$ cat src/rtl/multu_hilo_unit_pkg.sv
// Shared definitions for the shift-add MULTU unit: function codes from ALU control,
// FSM state encoding and the default operand width.
package multu_hilo_unit_pkg;

  localparam int MUL_WIDTH = 32;

  localparam logic [5:0] MULTU        = 6'd25;
  localparam logic [5:0] MFHI         = 6'd16;
  localparam logic [5:0] MFLO         = 6'd18;
  localparam logic [5:0] SIG_MUL_DONE = 6'b111111;

  typedef enum logic [1:0] {
    ST_IDLE = 2'd0,
    ST_RUN  = 2'd1,
    ST_DONE = 2'd2
  } mul_state_e;

endpackage

$ cat src/rtl/multu_hilo_unit_hilo_regs.sv
// Architectural HI/LO register pair with a product write port and the MFHI/MFLO read mux.
module hilo_regs
  import multu_hilo_unit_pkg::*;
#(
  parameter int WIDTH = MUL_WIDTH
) (
  input  logic               clk,
  input  logic               reset,
  input  logic               we,
  input  logic [2*WIDTH-1:0] prod,
  input  logic [5:0]         sig,
  output logic [WIDTH-1:0]   hi,
  output logic [WIDTH-1:0]   lo,
  output logic [WIDTH-1:0]   dataOut
);

  always_ff @(posedge clk) begin
    if (reset) begin
      hi <= '0;
      lo <= '0;
    end else if (we) begin
      hi <= prod[2*WIDTH-1:WIDTH];
      lo <= prod[WIDTH-1:0];
    end
  end

  always_comb begin
    dataOut = '0;
    case (sig)
      MFHI:    dataOut = hi;
      MFLO:    dataOut = lo;
      default: dataOut = '0;
    endcase
  end

endmodule

$ cat src/rtl/multu_hilo_unit.sv
// Sequential unsigned multiplier: one multiplier bit per clock, result lands in HI/LO
// on the final iteration edge, followed by a one-cycle done pulse.
module multu_hilo_unit
  import multu_hilo_unit_pkg::*;
#(
  parameter int WIDTH = MUL_WIDTH
) (
  input  logic             clk,
  input  logic             reset,
  input  logic [5:0]       Signal,
  input  logic [WIDTH-1:0] dataA,
  input  logic [WIDTH-1:0] dataB,
  output logic [WIDTH-1:0] dataOut,
  output logic             busy,
  output logic             done,
  output logic [WIDTH-1:0] hi,
  output logic [WIDTH-1:0] lo
);

  localparam int CNT_W = (WIDTH > 1) ? $clog2(WIDTH) : 1;
  localparam logic [CNT_W-1:0] LAST = CNT_W'(WIDTH - 1);

  mul_state_e         state;
  logic [CNT_W-1:0]   count;
  logic [2*WIDTH-1:0] mcand;
  logic [WIDTH-1:0]   mplier;
  logic [2*WIDTH-1:0] prod;
  logic [2*WIDTH-1:0] prod_nxt;
  logic               abort;
  logic               hilo_we;

  assign prod_nxt = mplier[0] ? (prod + mcand) : prod;
  // Only the completion code keeps a running multiply alive besides MULTU itself.
  assign abort    = (Signal != MULTU) && (Signal != SIG_MUL_DONE);
  assign hilo_we  = (state == ST_RUN) && !abort && (count == LAST);

  always_ff @(posedge clk) begin
    if (reset) begin
      state  <= ST_IDLE;
      count  <= '0;
      mcand  <= '0;
      mplier <= '0;
      prod   <= '0;
      busy   <= 1'b0;
      done   <= 1'b0;
    end else begin
      case (state)
        ST_IDLE, ST_DONE: begin
          done <= 1'b0;
          if (Signal == MULTU) begin
            mcand  <= {{WIDTH{1'b0}}, dataA};
            mplier <= dataB;
            prod   <= '0;
            count  <= '0;
            state  <= ST_RUN;
            busy   <= 1'b1;
          end else begin
            state <= ST_IDLE;
            busy  <= 1'b0;
          end
        end
        ST_RUN: begin
          if (abort) begin
            state <= ST_IDLE;
            busy  <= 1'b0;
          end else begin
            prod   <= prod_nxt;
            mcand  <= mcand << 1;
            mplier <= mplier >> 1;
            if (count == LAST) begin
              state <= ST_DONE;
              busy  <= 1'b0;
              done  <= 1'b1;
            end else begin
              count <= count + 1'b1;
            end
          end
        end
        default: begin
          state <= ST_IDLE;
          busy  <= 1'b0;
          done  <= 1'b0;
        end
      endcase
    end
  end

  hilo_regs #(.WIDTH(WIDTH)) u_hilo (
    .clk     (clk),
    .reset   (reset),
    .we      (hilo_we),
    .prod    (prod_nxt),
    .sig     (Signal),
    .hi      (hi),
    .lo      (lo),
    .dataOut (dataOut)
  );

endmodule

$ cat config.mk
export PLATFORM = sky130hd
export DESIGN_NAME = multu_hilo_unit
export DESIGN_NICKNAME = d
export VERILOG_FILES = /design/src/rtl/multu_hilo_unit_pkg.sv /design/src/rtl/multu_hilo_unit_hilo_regs.sv /design/src/rtl/multu_hilo_unit.sv
export SDC_FILE = /design/constraint.sdc
export NUM_CORES = 1
export LEC_CHECK = 0
export BUFFER_PORTS_ARGS = -buffer_cell sky130_fd_sc_hd__buf_2
export CORE_ASPECT_RATIO = 0.9
export CORE_MARGIN = 1.5
export CORE_UTILIZATION = 61
export CTS_BUF_LIST = sky130_fd_sc_hd__clkbuf_2
export CTS_CLUSTER_SIZE = 12
export DETAILED_ROUTE_END_ITERATION = 16
export PLACE_DENSITY = 0.91
export SKIP_LAST_GASP = 1
export SLEW_MARGIN = 0
export SYNTH_ARGS = -nofsm -noshare
export SYNTH_HDL_FRONTEND = slang
export SYNTH_HIERARCHICAL = 1
export SYNTH_SLANG_ARGS = --single-unit
$ cat constraint.sdc
create_clock -name clk -period 4 [get_ports clk]
set_input_delay 0.6 -clock clk [delete_from_list [all_inputs] [get_ports clk]]
set_output_delay 0.6 -clock clk [all_outputs]
set_load 0.005 [all_outputs]
Yosys cells after proc, flatten, opt, wreduce, memory -nomap -nowiden
Cells that the tools add are included.

Mux-type cells: 23. Reduce and logical (&&, ||, !) cells: 11. $mul: 0. Equal/unequal tests: 12. $add $sub $neg: 2. Bitwise operators: 2. Shifts and indexed selects: 0. Magnitude comparators: 0. Divide/modulo/power cells: 0.

Operators by type and width (number): 64-bit two-way mux (5); 64-bit case mux with 2 select lines (2); 32-bit case mux with 2 select lines (2); 64-bit adder (1); 32-bit two-way mux (2); 6-bit by 5-bit equality test with 1-bit output, second input constant (3); 5-bit two-way mux (3); 5-bit case mux with 2 select lines (1); 2-bit inequality test, second input constant (3); 6-bit by 5-bit inequality test with 1-bit output, second input constant (1); 6-bit inequality test, second input constant (1); 5-bit by 1-bit adder with 5-bit output, second input constant (1); 5-bit equality test, second input constant (1); 1-bit two-way mux (4); 2-bit two-way mux (2); 2-bit case mux with 2 select lines (1); 4-bit AND reduction (1); 2-bit OR reduction (2); 1-bit logical AND (3); 3-bit by 2-bit inequality test with 1-bit output, second input constant (1); 3-bit AND reduction (1); 2-bit by 1-bit equality test with 1-bit output, second input constant (1); 2-bit equality test, second input constant (1); 2-bit zero test (1); other kinds (5) (6).

Latch bits: 0. Output and inout port bits: 98. Input port bits: 72. Memories: 0. ROM bits: 0. RAM bits: 0. Word-level logic and storage cells: 59. Bits in registers: 233.

Longest topological paths before layout
Depth in word-level cells: 5. Depth in mapped cells: 16. Depth with buffers taken out: 16.

Hierarchy
The synthesis kept the hierarchy.

Modules (own cells, without submodules): multu_hilo_unit (cells each 1447, instances 1, area each 11004.3 sq um, seq. area each 3383.2 sq um); hilo_regs (cells each 282, instances 1, area each 2965.3 sq um, seq. area each 1281.2 sq um).

Least setup slack after synthesis
Ideal clock, no wire load.

Kind: register to register. Start point: reg mcand[0]. End point: reg u_hilo.hi[30]. Setup time: 127 ps. Clock period less this slack: 3260 ps. Arrival time: 3133 ps. Required time: 3873 ps. Slack: 740 ps. Stages on the path, launching flop included: 17. Path through: dfxtp_1 ha_1 inv_1 fa_1 nand2b_1 a21oi_1 o21ai_2 nand3b_1 a221o_2 a21bo_4 a211oi_2 or3_4 o41ai_2 xor2_1 mux2_2 mux2i_1 nor2_1.

Word-level cells in the longest chain between the ends: 2.

RTL lines: start: declaration (RTL line multu_hilo_unit.sv:25) `logic [2*WIDTH-1:0] mcand;`; start signal: assignment (RTL line multu_hilo_unit.sv:51) `mcand <= {{WIDTH{1'b0}}, dataA};`; start signal: assignment (RTL line multu_hilo_unit.sv:68) `mcand <= mcand << 1;`; 64-bit adder (RTL line multu_hilo_unit.sv:32) `assign prod_nxt = mplier[0] ? (prod + mcand) : prod;`; 64-bit two-way mux (RTL line multu_hilo_unit.sv:32); named net prod_nxt[62] (RTL line multu_hilo_unit.sv:28) `logic [2*WIDTH-1:0] prod_nxt;`; end signal: assignment (RTL line multu_hilo_unit_hilo_regs.sv:22) `hi <= prod[2*WIDTH-1:WIDTH];`; end: declaration (RTL line multu_hilo_unit_hilo_regs.sv:12) `output logic [WIDTH-1:0] hi,`.

The timed path passes the listed nets, and every way through them passes these cells. A chain may end at the register's enable or synchronous reset.

Worst setup path in the final report
Start point: reg mcand[6]. End point: reg u_hilo.hi[29].

The elaborated chain is that of the path after synthesis.

==> metrics.csv <==
stage;metric;value;unit
synth;FFs w/ async S/R, synth;0;
floorplanning;Std-Cell Rows;52;
routing;wl on met1;18800;um
power_and_ir_drop;Pwr Total;4.45;mW
cts;TritonCTS clock tree;done;
layout;register area;4670;um^2
synth;Ys Warns;6;
routing;met2 routed WL;20500;um
floorplanning;CORE AREA;22500;um^2
floorplanning;die area;23800;um^2
critical_path;r2r setup slk;0.22;ns
cts;H-tree levels;2;
timing;slew of the pin with the lowest slew margin;1.17;ns
routing;Top Layer Used;met4;
layout;fin util;0.713;
timing;final setup fails;0;
placement;GP Congestion;0.967;
status;status;finished clean;
layout;total of fill cells in the finished design;1670;
critical_path;reg2reg start;mcand[6];
critical_path;CP endpoint kind;flop;
timing;Tcrit/Tclk final;0.945;
synth;dominant synthesized flop cell;dfxtp_1;
routing;drt drc;0;
power_and_ir_drop;VDD IR max;0.000291;V
layout;multi-input logic area;8660;um^2
synth;syn nets;1867;
placement;IO buf count;169;
grt;global-route wire length before repair;72000;um
cts;Clock transition at path regs;0.13;ns
floorplanning;chip height;147;um
critical_path;crit path from;mcand[6];
layout;P&R area growth vs syn;14.9;%
grt;vias in the first global route;13542;
routing;DRC marker count from the first detailed-route iteration;1628;
floorplanning;# IOs;170;
synth;Distinct cells, synth;71;
critical_path;crit start category;flop;
placement;Area after DPL;14800;um^2
layout;cell area after layout;16100;um^2
critical_path;Worst R2R End;u_hilo/hi[29];
cts;worst skew pair latency;0.89;ns
routing;DR WL met3;5470;um
grt;GRT Residual Overflow;0;
timing;clk_skew;0.0858;ns
grt;gr usage total;0.382;
timing;Slew Limit Fails;0;
critical_path;Worst EP required;4.76;ns
synth;Synth Instances;1729;
timing;Final min period;3.78;ns
cts;CTS Buffer Depth;3;
timing;RSZ-0062 raised after global routing;no;
layout;Nets;2044;
critical_path;kind of critical path;reg2reg;
worst_hold_path;Hold Path Class;in2reg;
timing;final hold violations;0;
power_and_ir_drop;leakage;6.56;nW
critical_path;CP max FO;6;
timing;slew margin rel.;0.218;
cts;clk sinks;233;
critical_path;Setup crit end;u_hilo/hi[29];
synth;post-synthesis sequential area ratio;0.334;
routing;routed length per instance;20.6;um
job;Max-cap violations;0;
synth;cell area after synthesis;14000;um^2
cts;Setup Buffers After CTS;0;
synth;FF+latch count, synth;233;
grt;largest net degree at the start of global routing;111;
routing;DRT antenna net count;0;
synth;Synth Area per Inst;8.08;um^2
cts;CTS Buf Count;59;
grt;initial antenna violation count;1;
floorplanning;Initial Utilization;0.621;
routing;First-pass DRT Iterations;5;
layout;share of layout cells above drive strength 1;0.202;
timing;Setup TNS;0;ns
timing;fmax;265;MHz
synth;EDFF count, synth;0;
routing;final wirelength;46500;um
routing;Vias/cell;6.31;
critical_path;worst r2r path cells;14;
cts;Root Driver;clkbuf_2;
routing;via count;14212;
placement;hpwl dp;30800;um
floorplanning;Die Width;163;um
critical_path;WP data arrival;4.54;ns
power_and_ir_drop;pwr dens;277;nW/um^2
-- per-layer routing --
metal,track usage,up-vias
met1,0.502,6620
met2,0.600,895
met3,0.0943,156
met4,0.152,0
met5,0,-
li1,-,6541
-- final cells by class --
cell class,count,share of cell area
well taps,297,0.0232
flip-flops and latches,233,0.291
clock buffers,79,0.0246
repair buffers,248,0.101
inverters,28,0.00663
clock inverters,27,0.0139
multi-input cells,1336,0.539
diodes,5,0.000779
-- state kept, by name, indices dropped and copies added, names as in the netlist --
name,count
count,5
busy,1
u_hilo/hi,32
mplier,32
mcand,64
prod,64
done,1
state,2
u_hilo/lo,32
-- critical path, stage by stage (launching register included) --
cell and delay (ns):
dfxtp_1 0.36, ha_1 0.42, a21oi_1 0.13, nor2_1 0.13, a21oi_1 0.13, a211oi_2 0.44
o211ai_1 0.19, a21oi_2 0.27, a21oi_1 0.21, a211oi_2 0.46, a41oi_1 0.22, xnor2_1 0.19
mux2_2 0.27, mux2i_1 0.16, nor2_1 0.07
-- cells in the mapped netlist, types with 3 or more instances --
cell      number  share of area
xnor2_1       41          0.026
a311oi_1      62          0.039
nor4_1         3         0.0013
a21oi_1      168          0.060
buf_1          6         0.0016
and3_1        10         0.0045
buf_12         3         0.0043
o21ai_0       36          0.013
a41oi_1        4         0.0025
xor2_1        19          0.012
a21boi_0       4         0.0021
o211ai_1       6         0.0032
or3_1          4         0.0018
o21bai_1      15         0.0081
mux2_2        56          0.045
nor3_1        17         0.0061
a31oi_1        6         0.0027
mux2i_1       99          0.071
clkbuf_1     102          0.027
nand2b_1      11         0.0049
dfxtp_1      233           0.33
a211oi_2       4         0.0036
a22o_1        20          0.013
o31ai_1        4         0.0021
o21a_1         8         0.0043
inv_1         25         0.0067
ha_1          65          0.058
o21ai_1       10         0.0036
nor2_1       190          0.051
nand3_1       85          0.030
nand4_1       23          0.010
nor2b_1        8         0.0036
o21ai_2        3         0.0019
nand2_1      256          0.069
a21o_1        23          0.012
a22oi_1        5         0.0027
buf_2         19         0.0068
nor3_2        30          0.021
a21boi_1       4         0.0021
-- cells by family after synthesis --
| kind of cell | after synthesis | synth area share |
|---|---|---|
| buffers and inverters | 160 | 0.0493 |
| adders and majority gates | 66 | 0.0597 |
| AOI/OAI and AO/OA | 403 | 0.191 |
| DFF | 233 | 0.334 |
| xor gates and xnor gates | 60 | 0.0376 |
| and+or+nand+nor | 651 | 0.212 |
| muxes | 156 | 0.117 |
-- through the flow --
step / hold slack (ns) / std cells / worst slack (ns)
global placement: 0.445 / 2083 / 0.430
global route: 0.0236 / 2253 / 0.0381
CTS: 0.00752 / 2248 / 0.232
floorplan: 0.436 / 1729 / 0.740
detailed placement: 0.455 / 2083 / 0.274
finish: 0.0483 / 2253 / 0.220
-- cells in the final DEF, fill, tap and decap left out, drive strengths merged, types with 27 or more instances in the layout --
cell         netlist  final
a21oi            168    168
a311oi            62     62
buf               30    189
clkbuf           102     79
dfxtp            233    233
dlygate4sd3        0     59
ha                65     65
inv               27     27
mux2              57     57
mux2i             99     99
nand2            256    256
nand3             85     85
nor2             190    190
nor3              47     47
o21ai             49     49
xnor2             41     41
-- timing repair --
action	in CTS	in global routing
endpoints found under the setup margin	0	2
resized for setup	0	2
hold endpoints to repair	59	0
hold buffers	59	0
-- where the power goes --
part / switching [mW] / leakage (nW) / total (mW) / internal [mW]
logic: 0.130 / 4.24 / 0.228 / 0.0978
clock network: 1.08 / 0.436 / 1.89 / 0.811
registers: 0.00659 / 1.88 / 2.33 / 2.33
-- how the worst min path moves through the flow --
stage                  start   endpoint  slack [ns]  depth (start not counted)
floorplan           count[4]   count[4]        0.44                          2
global placement    count[4]   count[4]        0.45                          2
detailed placement      done       done        0.46                          2
CTS                 dataB[5]  mplier[5]       0.008                          3
global route        dataB[5]  mplier[5]        0.02                          3
finish              dataB[5]  mplier[5]        0.05                          3
Power figures use the tool's default switching activity.
